`src/rtl/vga_pkg.sv`:
```
// Shared constants and types for the PPU-to-VGA line scheduler.
package vga_pkg;

    localparam int LINE_PIXELS    = 256;
    localparam int SCALE          = 2;
    localparam int H_VISIBLE_AREA = 640;
    localparam int V_VISIBLE_AREA = 480;

    localparam logic [7:0] NES_LINES = 8'd240;
    localparam logic [7:0] LAST_PIX  = 8'(LINE_PIXELS - 1);

    localparam int REP_W = $clog2(SCALE + 1);
    localparam logic [REP_W-1:0] SCALE_R = REP_W'(SCALE);

    typedef enum logic [1:0] {IDLE, REQ, FILL, DONE} sched_state_t;

    typedef logic [1:0] nes_pix_t;

endpackage

```
`src/rtl/line_fill_ctr.sv`:
```
// Pixel counter for the fill bank: terminal-count flag plus registered
// line-buffer write port (one cycle behind the accepted transfer).
module line_fill_ctr
    import vga_pkg::*;
(
    input  logic       clk,
    input  logic       rst_n,
    input  logic       clear,
    input  logic       xfer,
    input  logic       bank,
    input  nes_pix_t   pix,
    output logic       tc,
    output logic       wr_en,
    output logic       wr_bank,
    output logic [7:0] wr_addr,
    output nes_pix_t   wr_data
);

    logic [7:0] cnt;

    assign tc = (cnt == LAST_PIX);

    // The counter wraps naturally after the last pixel, so a finished line
    // leaves it at zero for the next request; clear only matters on resync.
    always_ff @(posedge clk or negedge rst_n) begin
        if (!rst_n) begin
            cnt     <= '0;
            wr_en   <= 1'b0;
            wr_bank <= 1'b0;
            wr_addr <= '0;
            wr_data <= '0;
        end else if (clear) begin
            cnt   <= '0;
            wr_en <= 1'b0;
        end else begin
            wr_en <= xfer;
            if (xfer) begin
                wr_bank <= bank;
                wr_addr <= cnt;
                wr_data <= pix;
                cnt     <= cnt + 8'd1;
            end
        end
    end

endmodule

```
`src/rtl/vga_line_scheduler.sv`:
```
// Ping-pong line-buffer scheduler between the PPU pixel stream and the VGA reader.
// Build option VGA_UNDERRUN_BLANK_EN: blank the VGA line on an underrun instead of repeating.
module vga_line_scheduler
    import vga_pkg::*;
(
    input  logic       clk,
    input  logic       rst_n,
    input  logic       vga_prefetch,
    input  logic       vga_line_start,
    input  logic       pix_valid,
    input  nes_pix_t   pix_data,
    output logic       pix_ready,
    output logic       line_req,
    output logic [7:0] line_req_num,
    output logic       wr_en,
    output logic       wr_bank,
    output logic [7:0] wr_addr,
    output nes_pix_t   wr_data,
    output logic       rd_bank,
    output logic       line_ready,
    output logic [7:0] underrun_cnt
);

    sched_state_t     state, state_next;
    logic [7:0]       fill_line, fill_line_inc;
    logic             fill_bank;
    logic             have_line;
    logic [REP_W-1:0] rep_cnt;
    logic             xfer, tc;
    logic             do_init_swap, do_swap, do_exhaust, do_underrun, do_rep_inc;

    assign xfer          = pix_valid && pix_ready;
    assign fill_line_inc = fill_line + 8'd1;
    assign line_req_num  = fill_line;

    line_fill_ctr u_fill_ctr (
        .clk     (clk),
        .rst_n   (rst_n),
        .clear   (vga_prefetch),
        .xfer    (xfer),
        .bank    (fill_bank),
        .pix     (pix_data),
        .tc      (tc),
        .wr_en   (wr_en),
        .wr_bank (wr_bank),
        .wr_addr (wr_addr),
        .wr_data (wr_data)
    );

    always_ff @(posedge clk or negedge rst_n) begin
        if (!rst_n) state <= IDLE;
        else        state <= state_next;
    end

    always_comb begin
        state_next   = state;
        pix_ready    = 1'b0;
        line_req     = 1'b0;
        do_init_swap = 1'b0;
        do_swap      = 1'b0;
        do_exhaust   = 1'b0;
        do_underrun  = 1'b0;
        do_rep_inc   = 1'b0;
        case (state)
            IDLE: state_next = IDLE;
            REQ: begin
                line_req   = 1'b1;
                state_next = FILL;
            end
            FILL: begin
                pix_ready = 1'b1;
                if (xfer && tc) state_next = DONE;
            end
            DONE: begin
                if (!have_line) begin
                    do_init_swap = 1'b1;
                    state_next   = REQ;
                end
            end
            default: state_next = IDLE;
        endcase
        // A line_start that finds the fill still running is an underrun even
        // if the last pixel lands in the same cycle; the swap waits a line.
        if (vga_line_start && have_line) begin
            if (rep_cnt < SCALE_R) begin
                do_rep_inc = 1'b1;
            end else if (state == DONE) begin
                do_swap    = 1'b1;
                state_next = (fill_line_inc < NES_LINES) ? REQ : IDLE;
            end else if (state == IDLE && fill_line == NES_LINES) begin
                do_exhaust = 1'b1;
            end else begin
                do_underrun = 1'b1;
            end
        end
        if (vga_prefetch) state_next = REQ;
    end

    always_ff @(posedge clk or negedge rst_n) begin
        if (!rst_n) begin
            fill_line    <= '0;
            fill_bank    <= 1'b0;
            rd_bank      <= 1'b0;
            have_line    <= 1'b0;
            rep_cnt      <= '0;
            underrun_cnt <= '0;
        end else if (vga_prefetch) begin
            fill_line    <= '0;
            fill_bank    <= 1'b0;
            have_line    <= 1'b0;
            rep_cnt      <= '0;
            underrun_cnt <= '0;
        end else begin
            if (do_init_swap) begin
                rd_bank   <= fill_bank;
                have_line <= 1'b1;
                rep_cnt   <= '0;
                fill_bank <= ~fill_bank;
                fill_line <= fill_line_inc;
            end
            if (do_rep_inc) rep_cnt <= rep_cnt + REP_W'(1);
            if (do_swap) begin
                rd_bank   <= ~rd_bank;
                rep_cnt   <= REP_W'(1);
                fill_bank <= ~fill_bank;
                fill_line <= fill_line_inc;
            end
            if (do_exhaust) have_line <= 1'b0;
            if (do_underrun && underrun_cnt != 8'hFF) underrun_cnt <= underrun_cnt + 8'd1;
        end
    end

`ifdef VGA_UNDERRUN_BLANK_EN
    logic blank;

    // Blank holds until the reader gets a fresh line or the frame restarts.
    always_ff @(posedge clk or negedge rst_n) begin
        if (!rst_n)                                 blank <= 1'b0;
        else if (vga_prefetch || do_swap || do_exhaust) blank <= 1'b0;
        else if (do_underrun)                       blank <= 1'b1;
    end

    assign line_ready = have_line && !blank;
`else
    assign line_ready = have_line;
`endif

endmodule

```
`config.mk`:
```
export PLATFORM = sky130hd
export DESIGN_NAME = vga_line_scheduler
export DESIGN_NICKNAME = d
export VERILOG_FILES = /design/src/rtl/vga_pkg.sv /design/src/rtl/line_fill_ctr.sv /design/src/rtl/vga_line_scheduler.sv
export SDC_FILE = /design/constraint.sdc
export NUM_CORES = 1
export LEC_CHECK = 0
export ABC_AREA = 1
export CORE_UTILIZATION = 31
export DETAILED_ROUTE_END_ITERATION = 10
export SLEW_MARGIN = 10
export SYNTH_ARGS = -nofsm -noshare
export SYNTH_HDL_FRONTEND = slang
export SYNTH_SLANG_ARGS = --single-unit
```
`constraint.sdc`:
```
create_clock -name clk -period 2.3 [get_ports clk]
set_input_delay 0.23 -clock clk [delete_from_list [all_inputs] [get_ports clk]]
set_output_delay 0.23 -clock clk [all_outputs]
set_load 0.05 [all_outputs]
```
# [Word-level counts from Yosys, hierarchy flattened]
# Index checks and enable logic that the tools add are counted.
[totals] reg_bits=43 latchBits=0 mem_bits_rw=0 mem_bits_ro=0 inputBits=7 wordCells=86 memories=0
[op_classes] addsub=4 multipliers=0 div_mod_pow=0 magnitude_cmp=2 n_eq_ne=6 shift=0 mux=45 bitwise_logic=3 reduce_logical=14
[ops] op="$mux W8" count=7
[ops] op="$mux W1" count=27
[ops] op="$add A8 B1 Y8 const B" count=3
[ops] op="$mux W2" count=10
[ops] op="$eq A8 B8 Y1 const B" count=2
[ops] op="$lt A8 B8 Y1 const B" count=1
[ops] op="$ne A8 B8 Y1 const B" count=1
[ops] op="$pmux W2 S4" count=1
[ops] op="$reduce_bool A2 Y1" count=3
[ops] op="$reduce_bool A3 Y1" count=2
[ops] op="$logic_and A1 B1 Y1" count=5
[ops] op="$eq A2 B2 Y1 const B" count=2
[ops] op="$reduce_and A2 Y1" count=2
[ops] op="$reduce_bool A4 Y1" count=1
[ops] op="$not A1 Y1" count=3
[ops] op="$add A2 B1 Y2 const B" count=1
[ops] op="$eq A2 B1 Y1 const B" count=1
[ops] op="$logic_not A2 Y1" count=1
[ops] op="$lt A2 B2 Y1 const B" count=1

# [Longest topological paths before layout]
[depth] word_depth=10 mapped_depth=10 depth_no_buf=10

# [Hierarchy]
# A second synthesis with hierarchy kept.
[hier_totals] hier_cells=258 hier_area_um2=2127.0
[modules_own_cells] module="vga_line_scheduler" instances=1 cells_per_inst=163 area_each_um2=1286.2
[modules_own_cells] module="line_fill_ctr" instances=1 cells_per_inst=95 area_each_um2=840.8

# [Least setup slack after synthesis]
# OpenSTA, ideal clock, no wires.
[synth_path] path_type="register -> register" start="register underrun_cnt[0]" end="register underrun_cnt[2]" setup_ps=119 t_arrival_ps=1647 required_ps=2181 path_slack_ps=534 stages_incl_launch_ff=9 period_less_slack_ps=1766 cell_sequence="dfrtp_1 > ha_1 > nand3_2 > nor2_2 > nand3_1 > nand3_4 > nand2_4 > nand3_1 > nand2_1"
[synth_via] elab_chain_cells=3 word_cells_on_any_way=6 classes_between="add/sub (1); eq/ne (1); mux (2); reduce/logical (2)"
[synth_lines] element="start: declaration" line_no="vga_line_scheduler.sv:21" source="output logic [7:0] underrun_cnt"
[synth_lines] element="start signal: assignment" line_no="vga_line_scheduler.sv:129" source="if (do_underrun && underrun_cnt != 8'hFF) underrun_cnt <= underrun_cnt + 8'd1;"
[synth_lines] element="$add A8 B1 Y8 / $ne A8 B8 Y1 (equally long branches)" line_no="vga_line_scheduler.sv:129"
[synth_lines] element="$mux W8 / $logic_and A1 B1 Y1 (equally long branches)" line_no="vga_line_scheduler.sv:129"
[synth_lines] element="$mux W8 / $reduce_bool A2 Y1 (equally long branches)"
# Parallel ways exist; a longest one is shown, timed or not. The select of a mux whose other input is x is not followed.
# A chain may end at the register's enable or synchronous reset.

# [Worst setup path after layout]
[layout_path] start="register state[0]" end="output pix_ready"
[layout_via] elab_chain_cells=2
[layout_lines] element="start: declaration" line_no="vga_line_scheduler.sv:24" source="sched_state_t state, state_next;"
[layout_lines] element="start signal: assignment" line_no="vga_line_scheduler.sv:52" source="else state <= state_next;"
[layout_lines] element="$eq A2 B2 Y1" line_no="vga_line_scheduler.sv:64" source="case (state)"
[layout_lines] element="$mux W1" line_no="vga_line_scheduler.sv:64"
[layout_lines] element="end: declaration" line_no="vga_line_scheduler.sv:12" source="output logic pix_ready,"
# No other way between the ends.

==> results.rst <==
.. list-table::
   :header-rows: 1

   * - Metric
     - Value
   * - Sequential-to-total area share from yosys stat
     - 48.4%
   * - Number of placement rows
     - 30
   * - Mapped Area
     - 0.00222 sq mm
   * - Global Route Usage Sum
     - 13.8%
   * - Filler Cell Count
     - 698
   * - Total grt overflow
     - 0
   * - Hold slack
     - 0.406 ns
   * - Pint
     - 1.23 mW
   * - Clock tree from TritonCTS
     - done
   * - Total via count in the routed design
     - 1871
   * - Compound-Gate Fraction of Synth Area
     - 9.51%
   * - Portion of the clock cycle consumed by the worst path in the final layout
     - 84.0%
   * - Synthesized-area fraction occupied by and/or/nand/nor cells
     - 30.1%
   * - Layer with the highest usage
     - met2
   * - Per-cell routed wire length
     - 11.4 um
   * - Min-Delay Path Class
     - primary input to asynchronous set/reset pin
   * - Standard cell area after detailed placement
     - 0.00272 sq mm
   * - Number of instances in the synthesized netlist
     - 261
   * - Overall power consumption
     - 1.76 mW
   * - Maxcap violations
     - 0
   * - Number of nets with antenna violations after routing
     - 0
   * - Most common cell after layout, fill and taps aside
     - sky130_fd_sc_hd__nand2_1
   * - Xor-xnor portion of the synthesized cell area
     - 3.15%
   * - Post-synthesis mux area share
     - 0%
   * - Die extent in y
     - 86.7 um
   * - Final-report hold violation count
     - 0
   * - Core outline area
     - 0.00687 sq mm
   * - Global-route met3 utilization
     - 3.43%
   * - Met2 track demand over resource
     - 22.3%
   * - Antenna violations before repair
     - 0
   * - Ratio of cells with drive above 1 in the final layout
     - 13.6%
   * - Data arrival at the endpoint of the critical path
     - 1.70 ns
   * - Clock-pin slew reported for the worst setup and hold paths after clock tree synthesis
     - 0.09 ns
   * - Number of antenna cells inserted
     - 0
   * - CP Max Fanout
     - 4
   * - Post-synth EDFFs
     - 0
   * - Unrepaired setup endpoints after global routing
     - false
   * - Clock share of power
     - 33.5%
   * - Iteration count of the initial detailed-routing pass
     - 4
   * - Post-detail-place hpwl
     - 3440 um
   * - Number of unique standard cell types used by synthesis
     - 30
   * - Flop pwr share
     - 47.2%
   * - Least-Margin Pin Slew
     - 0.509 ns
   * - Main combinational cell family by area after synthesis
     - simple AND/OR/NAND/NOR gates
   * - Combinational cell fraction of total power
     - 19.3%
   * - Worst VDD drop
     - 288 uV
   * - Flip-flop cell with the highest count after synthesis
     - sky130_fd_sc_hd__dfrtp_1
   * - # clock sinks
     - 43
   * - Worst-Skew Late Latency
     - 0.30 ns
   * - Count of H-tree levels built during CTS
     - 2
   * - Initial Utilization
     - 32.4%
   * - Final Util
     - 41.3%
   * - Sw Share
     - 30.3%
   * - Maximum number of pins on one net before global-route repair
     - 27
   * - Maximum clock insertion buffer count
     - 2
   * - Critical-path cell list
     - nor2_4, clkdlybuf4s50_1
   * - Status
     - complete, no violations
   * - Syn_area_per_cell
     - 8.52 sq um
   * - Critical Path End Type
     - output pin
   * - Final estimated routing congestion in global placement
     - 0.747
   * - Share of synthesized registers carrying an async set or reset
     - 100%
   * - Port bufs
     - 38
   * - Die extent in x
     - 86.7 um
   * - Final sum of negative setup slack
     - 0 ns
   * - Number of placed instances with taps included
     - 395
   * - Worst slew slack as a fraction of its limit
     - 66.0%
   * - Final worst setup slack
     - 0.368 ns
   * - Startpoint-to-endpoint class of the critical path
     - flip-flop to output pin
   * - Total wire length after detailed routing
     - 4630 um
   * - Violation count after the first detailed-routing iteration
     - 139
   * - Via count of the first global-routing pass
     - 1767
   * - Crit start category
     - flip-flop
   * - Placement Setup Slack
     - 0.550 ns
   * - Clock period minus worst slack
     - 1.93 ns
   * - Post-Route Skew
     - 0.00887 ns
   * - Share of synthesized cell area in full adder, half adder and majority cells
     - 2.25%
   * - Worst Path Required
     - 2.07 ns
   * - Total leakage power
     - 1.26 nW
   * - Met1 global-route usage
     - 18.3%
   * - Delay of the slowest cell on the worst path
     - 0.81 ns
   * - Remaining routing DRC violations
     - 0
   * - Register area
     - 0.00108 sq mm
   * - Via count normalized by instance count
     - 4.63
   * - Number of synthesis warnings
     - 0
   * - Psw
     - 532 uW
   * - Cell Pwr Density
     - 618 mW/mm^2
   * - Full die area
     - 0.00752 sq mm
   * - Global-route wire length before repair
     - 8050 um
   * - Number of buffers added by the clock tree synthesis step
     - 5
   * - Commonest non-fill, non-tap cells in the layout
     - 69 x sky130_fd_sc_hd__nand2_1, 43 x sky130_fd_sc_hd__dfrtp_1, 37 x sky130_fd_sc_hd__clkdlybuf4s50_1, 27 x sky130_fd_sc_hd__nand3_1, 23 x sky130_fd_sc_hd__inv_1
   * - Area of all placed cells without fillers
     - 0.00284 sq mm
   * - Number of pins with negative max-slew slack in the final report
     - 0
   * - Fmax achieved
     - 0.518 GHz
   * - Final cell count without fillers
     - 404
   * - # setup viols final
     - 0
   * - Net Count, Synth
     - 272
   * - Cell at the root of the clock tree
     - sky130_fd_sc_hd__clkbuf_8
   * - Layout Area Growth over Synthesis
     - 27.7%
   * - Footprint of the multi-input gates
     - 0.00100 sq mm
   * - Number of top-level pins
     - 39
   * - Highest-delay cell along the critical path
     - sky130_fd_sc_hd__clkdlybuf4s50_1
   * - Resized cells post-CTS
     - 0
   * - Post-layout net count
     - 318
   * - Flop and latch count out of synthesis
     - 43
[synth_stat cells (3+ instances only)]
cell	number	area, sq um
sky130_fd_sc_hd__nor3_1	4	20.0
sky130_fd_sc_hd__inv_2	5	18.8
sky130_fd_sc_hd__nand2_1	69	259
sky130_fd_sc_hd__a21oi_1	4	20.0
sky130_fd_sc_hd__nor2_1	20	75.1
sky130_fd_sc_hd__nand3_1	27	135
sky130_fd_sc_hd__xor2_1	7	61.3
sky130_fd_sc_hd__o22ai_1	5	31.3
sky130_fd_sc_hd__o21ai_0	13	65.1
sky130_fd_sc_hd__o21ai_2	8	70.1
sky130_fd_sc_hd__nor2_4	5	56.3
sky130_fd_sc_hd__inv_1	23	86.3
sky130_fd_sc_hd__ha_1	4	50.1
sky130_fd_sc_hd__nand4_1	3	18.8
sky130_fd_sc_hd__dfrtp_1	43	1080
[metal layers]
layer / wire (um) / vias up / part of all wire [%]
met2: 2130 / 40 / 46
met5: 0 / - / 0
met4: 50 / 0 / 1.1
met1: 2250 / 894 / 49
met3: 194 / 5 / 4.2
li1: - / 932 / -
[worst paths after layout]
path                            cells past startpoint  slack [ns]                     to                  start
worst max-delay path                                2        0.37              pix_ready               state[0]
max in group asynchronous                           3        1.21     u_fill_ctr.wr_bank                  rst_n
worst max register to register                      9        0.75        underrun_cnt[6]        line_req_num[0]
worst min register to register                      2        0.47  u_fill_ctr.wr_addr[0]  u_fill_ctr.wr_addr[0]
min in group clk                                    2        0.47  u_fill_ctr.wr_addr[0]  u_fill_ctr.wr_addr[0]
worst min-delay path                                2        0.41  u_fill_ctr.wr_addr[3]                  rst_n
[repair_timing]
action                                 4_1_cts  5_1_grt
hold buffers                                 1        0
endpoints found under the hold margin       17        0
setup buffers                                0        0
[critical path, delay by kind of cell (launching register included)]
family	cells	cell delay (ns)
buffers and inverters	1	0.81
DFF	1	0.44
and+or+nand+nor	1	0.15
[power by group through the flow]
stage               Clock, mW  Sequential (mW)  Combinational, mW
floorplan                   0            0.955              0.104
global placement            0            0.843              0.339
detailed placement          0            0.844              0.342
CTS                     0.615            0.829              0.344
global route            0.640            0.835              0.364
finish                  0.589            0.828              0.339
[registers in the layout (all words and copies together), names as in the netlist, 2 cells and up]
register and count:
state 2, rep_cnt 2, u_fill_ctr.wr_addr 8, u_fill_ctr.wr_data 2, line_req_num 8, u_fill_ctr.cnt 8
underrun_cnt 8
[cell families (layout without fill, tap and decap cells)]
logic type | Yosys count | count (layout)
compound gates | 34 | 34
xor+xnor | 8 | 8
fa+ha+maj | 4 | 4
buf+inv | 34 | 81
flops | 43 | 43
simple gates | 138 | 138
[final cells by class]
class                      count  area share [%]
multi-input combinational    184            35.2
inverter                      30            4.05
timing repair buffer          43            14.6
sequential                    43            37.9
tap                           96            4.23
clock inverter                 3            1.54
clock buffer                   5            2.42
Note: power is estimated with default switching activity, not from simulation.
